===== src/rtl/conv_relu_pool.sv =====
// Output stage of the convolution layer: sweeps the result buffer, applies ReLU,
// and reduces each 2x2 window (stride 2) to its maximum, streaming pooled words out.
module conv_relu_pool #(
    parameter int DataWidth   = 32,
    parameter int MaxRowWidth = 9,
    parameter int MaxColWidth = 9,
    parameter int AddrWidth   = 16
) (
    input  logic                   Clk,
    input  logic                   Rst_n,
    input  logic                   start,
    input  logic [MaxRowWidth-1:0] row_in,
    input  logic [MaxColWidth-1:0] col_in,
    output logic [AddrWidth-1:0]   rd_addr,
    input  logic [DataWidth-1:0]   rd_data,
    output logic [DataWidth-1:0]   data_out,
    output logic [AddrWidth-1:0]   out_index,
    output logic                   out_valid,
    input  logic                   out_ready,
    output logic                   busy,
    output logic                   done
);

    typedef enum logic [2:0] {
        ST_IDLE,
        ST_READ,
        ST_LAST,
        ST_OUT,
        ST_DONE
    } state_t;

    state_t state_reg, state_next;

    logic [MaxRowWidth-1:0] prows_reg;
    logic [MaxRowWidth-1:0] pr_reg;
    logic [MaxColWidth-1:0] pcols_reg;
    logic [MaxColWidth-1:0] pc_reg;
    logic [AddrWidth-1:0]   stride_reg;
    logic [AddrWidth-1:0]   row_base_reg;
    logic [AddrWidth-1:0]   win_base_reg;
    logic [AddrWidth-1:0]   win_idx_reg;
    logic [1:0]             k_reg;
    logic [DataWidth-1:0]   max_reg;

    logic [MaxRowWidth-1:0] start_prows;
    logic [MaxColWidth-1:0] start_pcols;
    logic                   degenerate;
    logic                   handshake;
    logic                   last_col;
    logic                   last_row;
    logic                   last_win;
    logic [DataWidth-1:0]   relu_word;
    logic [DataWidth-1:0]   fold_word;
    logic [AddrWidth-1:0]   next_row_base;
    logic [AddrWidth-1:0]   next_col_base;

    assign start_prows   = row_in >> 1;
    assign start_pcols   = col_in >> 1;
    assign degenerate    = (start_prows == '0) || (start_pcols == '0);
    assign handshake     = out_valid & out_ready;
    assign last_col      = (pc_reg == pcols_reg - MaxColWidth'(1));
    assign last_row      = (pr_reg == prows_reg - MaxRowWidth'(1));
    assign last_win      = last_col & last_row;

    // Sign bit set covers negatives, -0 and negative NaNs; all collapse to +0.
    assign relu_word     = rd_data[DataWidth-1] ? '0 : rd_data;
    // Non-negative IEEE words order the same as their unsigned bit patterns.
    assign fold_word     = (relu_word > max_reg) ? relu_word : max_reg;
    assign next_row_base = row_base_reg + {stride_reg[AddrWidth-2:0], 1'b0};
    assign next_col_base = win_base_reg + AddrWidth'(2);

    always_ff @(posedge Clk or negedge Rst_n) begin
        if (!Rst_n) begin
            state_reg <= ST_IDLE;
        end else begin
            state_reg <= state_next;
        end
    end

    always_comb begin
        state_next = state_reg;
        case (state_reg)
            ST_IDLE: begin
                if (start) begin
                    state_next = degenerate ? ST_DONE : ST_READ;
                end
            end
            ST_READ: begin
                if (k_reg == 2'd3) begin
                    state_next = ST_LAST;
                end
            end
            ST_LAST: state_next = ST_OUT;
            ST_OUT: begin
                if (handshake) begin
                    state_next = last_win ? ST_DONE : ST_READ;
                end
            end
            ST_DONE: state_next = ST_IDLE;
            default: state_next = ST_IDLE;
        endcase
    end

    always_ff @(posedge Clk or negedge Rst_n) begin
        if (!Rst_n) begin
            prows_reg    <= '0;
            pcols_reg    <= '0;
            pr_reg       <= '0;
            pc_reg       <= '0;
            stride_reg   <= '0;
            row_base_reg <= '0;
            win_base_reg <= '0;
            win_idx_reg  <= '0;
            k_reg        <= '0;
            max_reg      <= '0;
            rd_addr      <= '0;
            data_out     <= '0;
            out_index    <= '0;
            out_valid    <= 1'b0;
            busy         <= 1'b0;
            done         <= 1'b0;
        end else begin
            done <= 1'b0;
            case (state_reg)
                ST_IDLE: begin
                    if (start) begin
                        prows_reg    <= start_prows;
                        pcols_reg    <= start_pcols;
                        stride_reg   <= AddrWidth'(col_in);
                        pr_reg       <= '0;
                        pc_reg       <= '0;
                        row_base_reg <= '0;
                        win_base_reg <= '0;
                        win_idx_reg  <= '0;
                        k_reg        <= '0;
                        max_reg      <= '0;
                        rd_addr      <= '0;
                        busy         <= 1'b1;
                    end
                end
                ST_READ: begin
                    k_reg <= k_reg + 2'd1;
                    // rd_data lags rd_addr by one cycle, so word k-1 arrives at step k.
                    if (k_reg != 2'd0) begin
                        max_reg <= fold_word;
                    end
                    case (k_reg)
                        2'd0:    rd_addr <= rd_addr + AddrWidth'(1);
                        2'd1:    rd_addr <= rd_addr + stride_reg - AddrWidth'(1);
                        2'd2:    rd_addr <= rd_addr + AddrWidth'(1);
                        default: rd_addr <= rd_addr;
                    endcase
                end
                ST_LAST: begin
                    data_out  <= fold_word;
                    out_index <= win_idx_reg;
                    out_valid <= 1'b1;
                end
                ST_OUT: begin
                    if (handshake) begin
                        out_valid <= 1'b0;
                        max_reg   <= '0;
                        k_reg     <= '0;
                        if (!last_win) begin
                            win_idx_reg <= win_idx_reg + AddrWidth'(1);
                            if (last_col) begin
                                pc_reg       <= '0;
                                pr_reg       <= pr_reg + MaxRowWidth'(1);
                                row_base_reg <= next_row_base;
                                win_base_reg <= next_row_base;
                                rd_addr      <= next_row_base;
                            end else begin
                                pc_reg       <= pc_reg + MaxColWidth'(1);
                                win_base_reg <= next_col_base;
                                rd_addr      <= next_col_base;
                            end
                        end
                    end
                end
                ST_DONE: begin
                    done <= 1'b1;
                    busy <= 1'b0;
                end
                default: begin
                    busy <= 1'b0;
                end
            endcase
        end
    end

endmodule


===== config.mk =====
export PLATFORM = sky130hd
export DESIGN_NAME = conv_relu_pool
export DESIGN_NICKNAME = d
export VERILOG_FILES = /design/src/rtl/conv_relu_pool.sv
export SDC_FILE = /design/constraint.sdc
export NUM_CORES = 1
export LEC_CHECK = 0
export CELL_PAD_IN_SITES_DETAIL_PLACEMENT = 0
export CELL_PAD_IN_SITES_GLOBAL_PLACEMENT = 2
export CORE_ASPECT_RATIO = 1.4
export CORE_MARGIN = 4
export CORE_UTILIZATION = 39
export CTS_CLUSTER_SIZE = 12
export DETAILED_ROUTE_END_ITERATION = 6
export GPL_TIMING_DRIVEN = 0
export PLACE_DENSITY_LB_ADDON = 0.05
export RECOVER_POWER = 50
export SLEW_MARGIN = 20
export SYNTH_ARGS = -nofsm -noshare
export SYNTH_HDL_FRONTEND = slang
export SYNTH_SLANG_ARGS = --single-unit
export TNS_END_PERCENT = 1

===== constraint.sdc =====
create_clock -name Clk -period 4.4 [get_ports Clk]
set_input_delay 1.1 -clock Clk [delete_from_list [all_inputs] [get_ports Clk]]
set_output_delay 1.1 -clock Clk [all_outputs]
set_load 0.01 [all_outputs]

== After elaboration in Yosys (flattened, before gate mapping) ==
Index checks and enable logic that the tools add are counted.

* Memories kept: 0
* Input bits: 54
* Latch bits: 0
* Bits in writable memories: 0
* ROM bits: 0
* Bits in registers: 195
* Word-level logic and storage cells: 111

* Order comparisons: 1
* $add $sub $neg: 11
* Shift operators: 0
* Bitwise gates (word level): 3
* Reductions and logical operators: 20
* Equality and inequality tests: 16
* Divide/modulo/power cells: 0
* Multipliers: 0
* Muxes and demuxes: 43

{| class="wikitable"
|+ Operator list
! kind !! number
|-
| 16-bit two-way mux || 9
|-
| 32-bit two-way mux || 4
|-
| 16-bit case mux with 2 select lines || 4
|-
| 32-bit case mux with 3 select lines || 1
|-
| 9-bit two-way mux || 7
|-
| 16-bit case mux with 3 select lines || 1
|-
| 9-bit case mux with 2 select lines || 2
|-
| 16-bit by 1-bit adder with 16-bit output (second input constant) || 2
|-
| 31-bit by 32-bit greater-than comparator with 1-bit output || 1
|-
| 31-bit two-way mux || 1
|-
| 9-bit by 1-bit adder with 9-bit output (second input constant) || 2
|-
| 9-bit equality test || 2
|-
| 9-bit logical NOT || 2
|-
| 8-bit by 1-bit subtractor with 9-bit output (second input constant) || 2
|-
| 16-bit by 10-bit adder with 16-bit output || 1
|-
| 16-bit by 2-bit adder with 16-bit output (second input constant) || 1
|-
| 16-bit by 9-bit adder with 16-bit output || 1
|-
| 16-bit by 1-bit subtractor with 16-bit output (second input constant) || 1
|-
| 3-bit two-way mux || 5
|-
| 2-bit inequality test (second input constant) || 6
|-
| 3-bit case mux with 4 select lines || 1
|-
| 5-bit AND reduction || 2
|-
| 4-bit AND reduction || 2
|-
| 3-bit by 2-bit equality test with 1-bit output (second input constant) || 2
|-
| 21 further kinds || 32
|}

== Logic depth before layout (Yosys ltp) ==
* Word-level depth: 6
* Gate-level depth with buffers: 14
* Mapped depth without buffers: 14

== Least setup slack after synthesis ==
Ideal clock, no wire load.

* Path type: input to register
* From: in rd_data[31]
* To: reg max_reg[10]
* Buffers on the path: 3
* Arrival time: 3.630 ns
* Setup time: 0.122 ns
* Path slack: 0.648 ns
* Stages on the path: 13
* Required time: 4.278 ns
* Path through: clkbuf_1 -> nor2b_1 -> ha_1 -> a21o_1 -> a21o_1 -> a2111oi_0 -> o31ai_1 -> a21o_1 -> o22a_1 -> clkbuf_1 -> nor3b_1 -> clkbuf_1 -> a32o_1

* Longest elaborated chain between the ends: 5

{| class="wikitable"
|+ RTL lines
! what !! RTL line !! source
|-
| from (decl) || 15 || <nowiki>input logic [DataWidth-1:0] rd_data,</nowiki>
|-
| 31-bit two-way mux * || 66 || <nowiki>assign relu_word = rd_data[DataWidth-1] ? '0 : rd_data;</nowiki>
|-
| 31-bit by 32-bit greater-than comparator with 1-bit output || 68 || <nowiki>assign fold_word = (relu_word > max_reg) ? relu_word : max_reg;</nowiki>
|-
| 32-bit two-way mux * || 68 ||
|-
| 32-bit two-way mux * || 144 || <nowiki>if (k_reg != 2'd0) begin</nowiki>
|-
| 32-bit case mux with 3 select lines * || 124 || <nowiki>case (state_reg)</nowiki>
|-
| to (signal assigned) || 145 || <nowiki>max_reg <= fold_word;</nowiki>
|-
| to (decl) || 43 || <nowiki>logic [DataWidth-1:0] max_reg;</nowiki>
|}

Every way passes the cells marked *; elsewhere a longest branch is shown, timed or not. The select of a mux whose other input is x is not followed.
A chain may end at the register's enable or synchronous reset.

== Worst setup path in the final report ==
* From: in rd_data[31]
* To: reg max_reg[30]

Same word-level chain as after synthesis.

==> run summary <==
The multiplexer fraction of the synthesized cell area came out at 0.05116. The final global-route overflow total is 0. The part of the cycle the worst path needs came out at 0.9584. The met1 usage is 0.2526.

The share of total power dissipated in the clock network is 0.170. After technology mapping, the gate count stands at around 1.3k. Buffers added to address setup during post-CTS repair amount to 0. The critical path contains buffers and inverters numbering 4 combined. The routed layout has 9,842 vias. The total leakage power is about 6.1 nW.

The worst setup path is launched from an input pin. The count of cell types in the netlist is slightly below 70. The number of antenna violations at the first check in global routing came out at 0. The met3 routing resource usage after global routing is 0.03401. The checks that failed: max-capacitance violations, max-slew violations. From bottom edge to top edge, the die measures 212.4 um. The relative area change from synthesis to final layout is 20.20%. The maximum number of pins on one net before global-route repair came out at 79. The class of the most critical setup path is input pin to flip-flop. The post-route antenna net violation count came out at 0. The post-synthesis sequential area ratio came out at 0.3998. The minimum clock period after layout came out at about 4.2 ns. Of the total power, combinational logic draws 0.550. A synthesized cell averages a little over 9 um^2. The routed wirelength normalized by instance count came out at around 19 um. The cell area power density is 701.5 nW/um^2. The average vias per placed instance came out at approximately 5.4.

The highest cell delay on the worst timing path is ~0.47 ns. The met2 usage came out at 0.3696. The clock latency of the later-clocked register in the worst-skew pair is 0.45 ns. In this run, synthesis produced a sequential element count of ~190. The final worst-path setup slack is between 0.15 and 0.2 ns. The area inside the core boundary is 29,350 um^2. The slowest library cell on the worst path is sky130_fd_sc_hd__clkdlybuf4s50_1. The proportion of layout cells with a drive suffix above 1 came out at 0.06267. The clock root buffer is sky130_fd_sc_hd__clkbuf_16. The count of flip-flops with a built-in enable after synthesis is 0. Of the total synthesized cell area, the portion taken by full adders, half adders and majority gates is 0.08834. The number of filler instances in the final layout is approximately 2.9k.

For this run, the number of Yosys warnings is 0. The total internal power came out at ~5.4 mW. The final RePlAce weighted congestion came out at between 0.8 and 0.9. The sequential cells in the finished layout cover a total of around 4700 um^2.

For this run, the leading register cell type out of synthesis is sky130_fd_sc_hd__dfrtp_1. The via count of the first global-routing pass is 9,958. The count of inserted antenna diode cells is 0.

The die outline width came out at between 150 and 200 um. The total wirelength of the detailed-routed design came out at 33,630 um. The worst vdd rail ir drop is 0.3708 mV. Derived from the worst setup path, the maximum achievable clock frequency is about 0.24 GHz. The arrival time reported for the critical path endpoint came out at 4.54 ns. The area enclosed by the die boundary is approximately 33,000 um^2. The worst clock skew came out at 0.01870 ns.

The count of buffers from port buffering is about 120. The top cell family by delay on the critical path is compound AO/OA/AOI/OAI gates. The area of combinational cells with multiple inputs is roughly 6400 um^2. Max-cap violations in this run came to 1. The number of buffers created by CTS came out at 17. After synthesis, the largest family of logic cells by area is compound AO/OA/AOI/OAI gates.

The number of failing hold endpoints at the final stage is 0. The pre-antenna-repair detailed-routing pass consisted of 5 iterations. The slew of the pin with the lowest slew margin is roughly 3 ns. The clock transition time at the flip-flop clock pins of the worst setup and hold paths is ~0.070 ns.

The post-detailed-route DRC marker count came out at 0. The xor and xnor fraction of the mapped netlist area came out at 0.05416. The power share of the sequential group is 0.280.

The netlist area before placement came out at 11,640 um^2. The placement-stage worst setup slack came out at -0.8178 ns. Along the worst path, the maximum fanout reaches 10. STA classifies the critical path endpoint as a flip-flop.

Traced cell by cell, the critical path runs through clkdlybuf4s50_1, clkbuf_2, nor2b_1, ha_1, a21o_1, a21o_1, a2111oi_2, o31ai_1, a21o_1, o22a_1, clkbuf_1, nor3b_2, clkbuf_2, a32o_1. The post-placement cell area is roughly 13,000 um^2. The overall power consumption is 9.817 mW.

Headroom to the max-slew limit came out at -1.014. The number of pins with negative max-slew slack in the final report is between 50 and 60. Measured on the finished design, the core utilization comes to 0.4768.

The run finished, with violations left. Of the total power, the share spent switching nets is 0.4474. After global routing, the most crowded layer is met2. The hold buffer count at cts came out at 0. Data on the critical path is required at its endpoint by 4.73 ns. The complex-gate fraction of the synthesized area is 0.1794. Of the total synthesized cell area, the portion taken by AND, OR, NAND and NOR gates is 0.1721. Across every metal layer, demand over resource in global routing totals 0.2079. The path class of the tightest hold or removal check is flip-flop to flip-flop. The H-tree depth is 4. The first global-routing pass estimated roughly 54,000 um of wire. The number of standard-cell rows in the floorplan is 74. For this design, the sink count on the clock tree is between 150 and 200.

The clock passes through at most 2 buffers. The proportion of register bits with asynchronous set or reset after synthesis is 1.000. The top-level port count is about 120. After routing the design area is between 10,000 and 15,000 um^2. For this configuration, the core starts out at a cell density of 0.3967. Setup repair after global routing could not meet its margin everywhere. Counting stages on the worst path, the most repeated cell is sky130_fd_sc_hd__a21o_1. The final layout net count came out at 1,558. The net switching power figure came out at about 4.4 mW. The violation count after the first detailed-routing iteration came out at around 420. The final HPWL from detailed placement is ~26,000 um. TritonCTS built the clock tree. The setup-violating endpoint count in the final report is 0. The post-synthesis net count came out at approximately 1.4k.
layer usage:
layer  routed length, um  vias up  part of all wire
met5                   0        -                 0
met4                1056        0             0.031
met3                1023       31             0.030
met2               17290      164              0.51
met1               14270     4802              0.42
li1                    -     4845                 -
placed cells by master, fill, tap and decap left out, types with 37 or more instances in the layout:
cell type	synthesis	layout
sky130_fd_sc_hd__nor2_1	87	87
sky130_fd_sc_hd__clkbuf_1	46	41
sky130_fd_sc_hd__ha_1	79	79
sky130_fd_sc_hd__o21ai_0	63	63
sky130_fd_sc_hd__xnor2_1	49	49
sky130_fd_sc_hd__a21oi_1	90	90
sky130_fd_sc_hd__clkdlybuf4s50_1	0	102
sky130_fd_sc_hd__mux2i_1	37	37
sky130_fd_sc_hd__nand2_1	123	123
sky130_fd_sc_hd__inv_1	99	99
sky130_fd_sc_hd__nor2b_1	41	40
sky130_fd_sc_hd__dfrtp_1	186	186
power groups by stage:
| stage | Combinational, mW | Sequential, mW | Clock (mW) |
|---|---|---|---|
| after global routing | 6.09 | 2.84 | 1.77 |
| after detailed placement | 5.49 | 2.80 | 0 |
| after CTS | 5.53 | 2.76 | 1.70 |
| after global placement | 5.44 | 2.79 | 0 |
| after floorplan | 3.56 | 2.76 | 0 |
| final | 5.40 | 2.75 | 1.67 |
synth_stat cells (all sizes together), types with 4 or more instances:
cell | count | area (um^2)
clkbuf | 46 | 172.7
a21oi | 90 | 450.4
o21ai | 72 | 364.1
and2 | 8 | 50.05
a22o | 6 | 52.55
nor3 | 24 | 130.1
o211ai | 20 | 150.1
nand2b | 4 | 25.02
buf | 18 | 97.59
o2111ai | 4 | 35.03
a211oi | 6 | 45.04
or2 | 4 | 25.02
a21o | 15 | 112.6
nand4 | 15 | 93.84
xnor2 | 49 | 429.2
o21a | 10 | 75.07
nand3 | 35 | 175.2
and3 | 12 | 75.07
nand2 | 123 | 461.7
mux2i | 37 | 370.4
o31ai | 11 | 82.58
or3 | 24 | 150.1
nor2 | 87 | 326.6
ha | 79 | 988.5
and4 | 5 | 43.79
a31oi | 16 | 106.4
xor2 | 23 | 201.4
nor2b | 41 | 256.5
inv | 99 | 371.6
a211o | 4 | 35.03
nand3b | 4 | 30.03
a32o | 32 | 320.3
dfrtp | 186 | 4654
nor4 | 7 | 43.79
mux2 | 20 | 225.2
or4 | 11 | 82.58
worst register-to-register path: stages (launching register included):
cell	delay, ns
sky130_fd_sc_hd__dfrtp_1	0.44
sky130_fd_sc_hd__inv_1	0.21
sky130_fd_sc_hd__ha_1	0.22
sky130_fd_sc_hd__or3b_1	0.34
sky130_fd_sc_hd__clkbuf_1	0.17
sky130_fd_sc_hd__or4_1	0.49
sky130_fd_sc_hd__o22a_1	0.18
sky130_fd_sc_hd__o41ai_2	0.10
sky130_fd_sc_hd__nand3b_1	0.46
sky130_fd_sc_hd__o21ai_2	0.48
sky130_fd_sc_hd__clkbuf_1	0.53
sky130_fd_sc_hd__o21ai_0	0.20
cell families after synthesis:
kind of cell	Yosys count
flops	186
buf+inv	163
compound gates	316
fa+ha+maj	81
mux	57
xor+xnor	72
simple gates	408
path summary, 6_finish.rpt:
check                                            startpoint                            to  slack, ns  cells past startpoint
worst min register to register  row_base_reg[6]$_DFFE_PN0P_   row_base_reg[6]$_DFFE_PN0P_       0.49                      2
max in group asynchronous                             Rst_n       rd_addr[14]$_DFFE_PN0P_       0.79                      3
worst min-delay path            row_base_reg[6]$_DFFE_PN0P_   row_base_reg[6]$_DFFE_PN0P_       0.49                      2
worst max-delay path                            rd_data[31]       max_reg[30]$_DFFE_PN0P_       0.18                     14
min in group asynchronous                             Rst_n     out_index[10]$_DFFE_PN0P_       1.63                      1
worst max register to register    stride_reg[1]$_DFFE_PN0P_  win_base_reg[14]$_DFFE_PN0P_       0.43                     11
layout make-up:
cell class	instances	share of cell area
Inverter	99	0.02655
Buffer	64	0.02038
Sequential cell	186	0.3326
Clock buffer	18	0.03138
Tap cell	380	0.03397
Multi-Input combinational cell	934	0.4544
Clock inverter	14	0.01323
Timing Repair Buffer	121	0.08744
stage by stage:
step / hold slack (ns) / std cells / setup TNS (ns)
after floorplan: 0.4538 / 1283 / 0
after global placement: 0.4719 / 1782 / -1200.63
after detailed placement: 0.4757 / 1784 / -44.42
after CTS: 0.4932 / 1816 / 0
after global routing: 0.5231 / 1816 / -0.01156
final: 0.4892 / 1816 / 0
timing repair:
item                                    in CTS  in global routing
gates resized for setup                     11                  8
gates cloned                                 0                  0
endpoints found under the setup margin      60                 60
No activity file was read; power rests on OpenSTA's default activity.
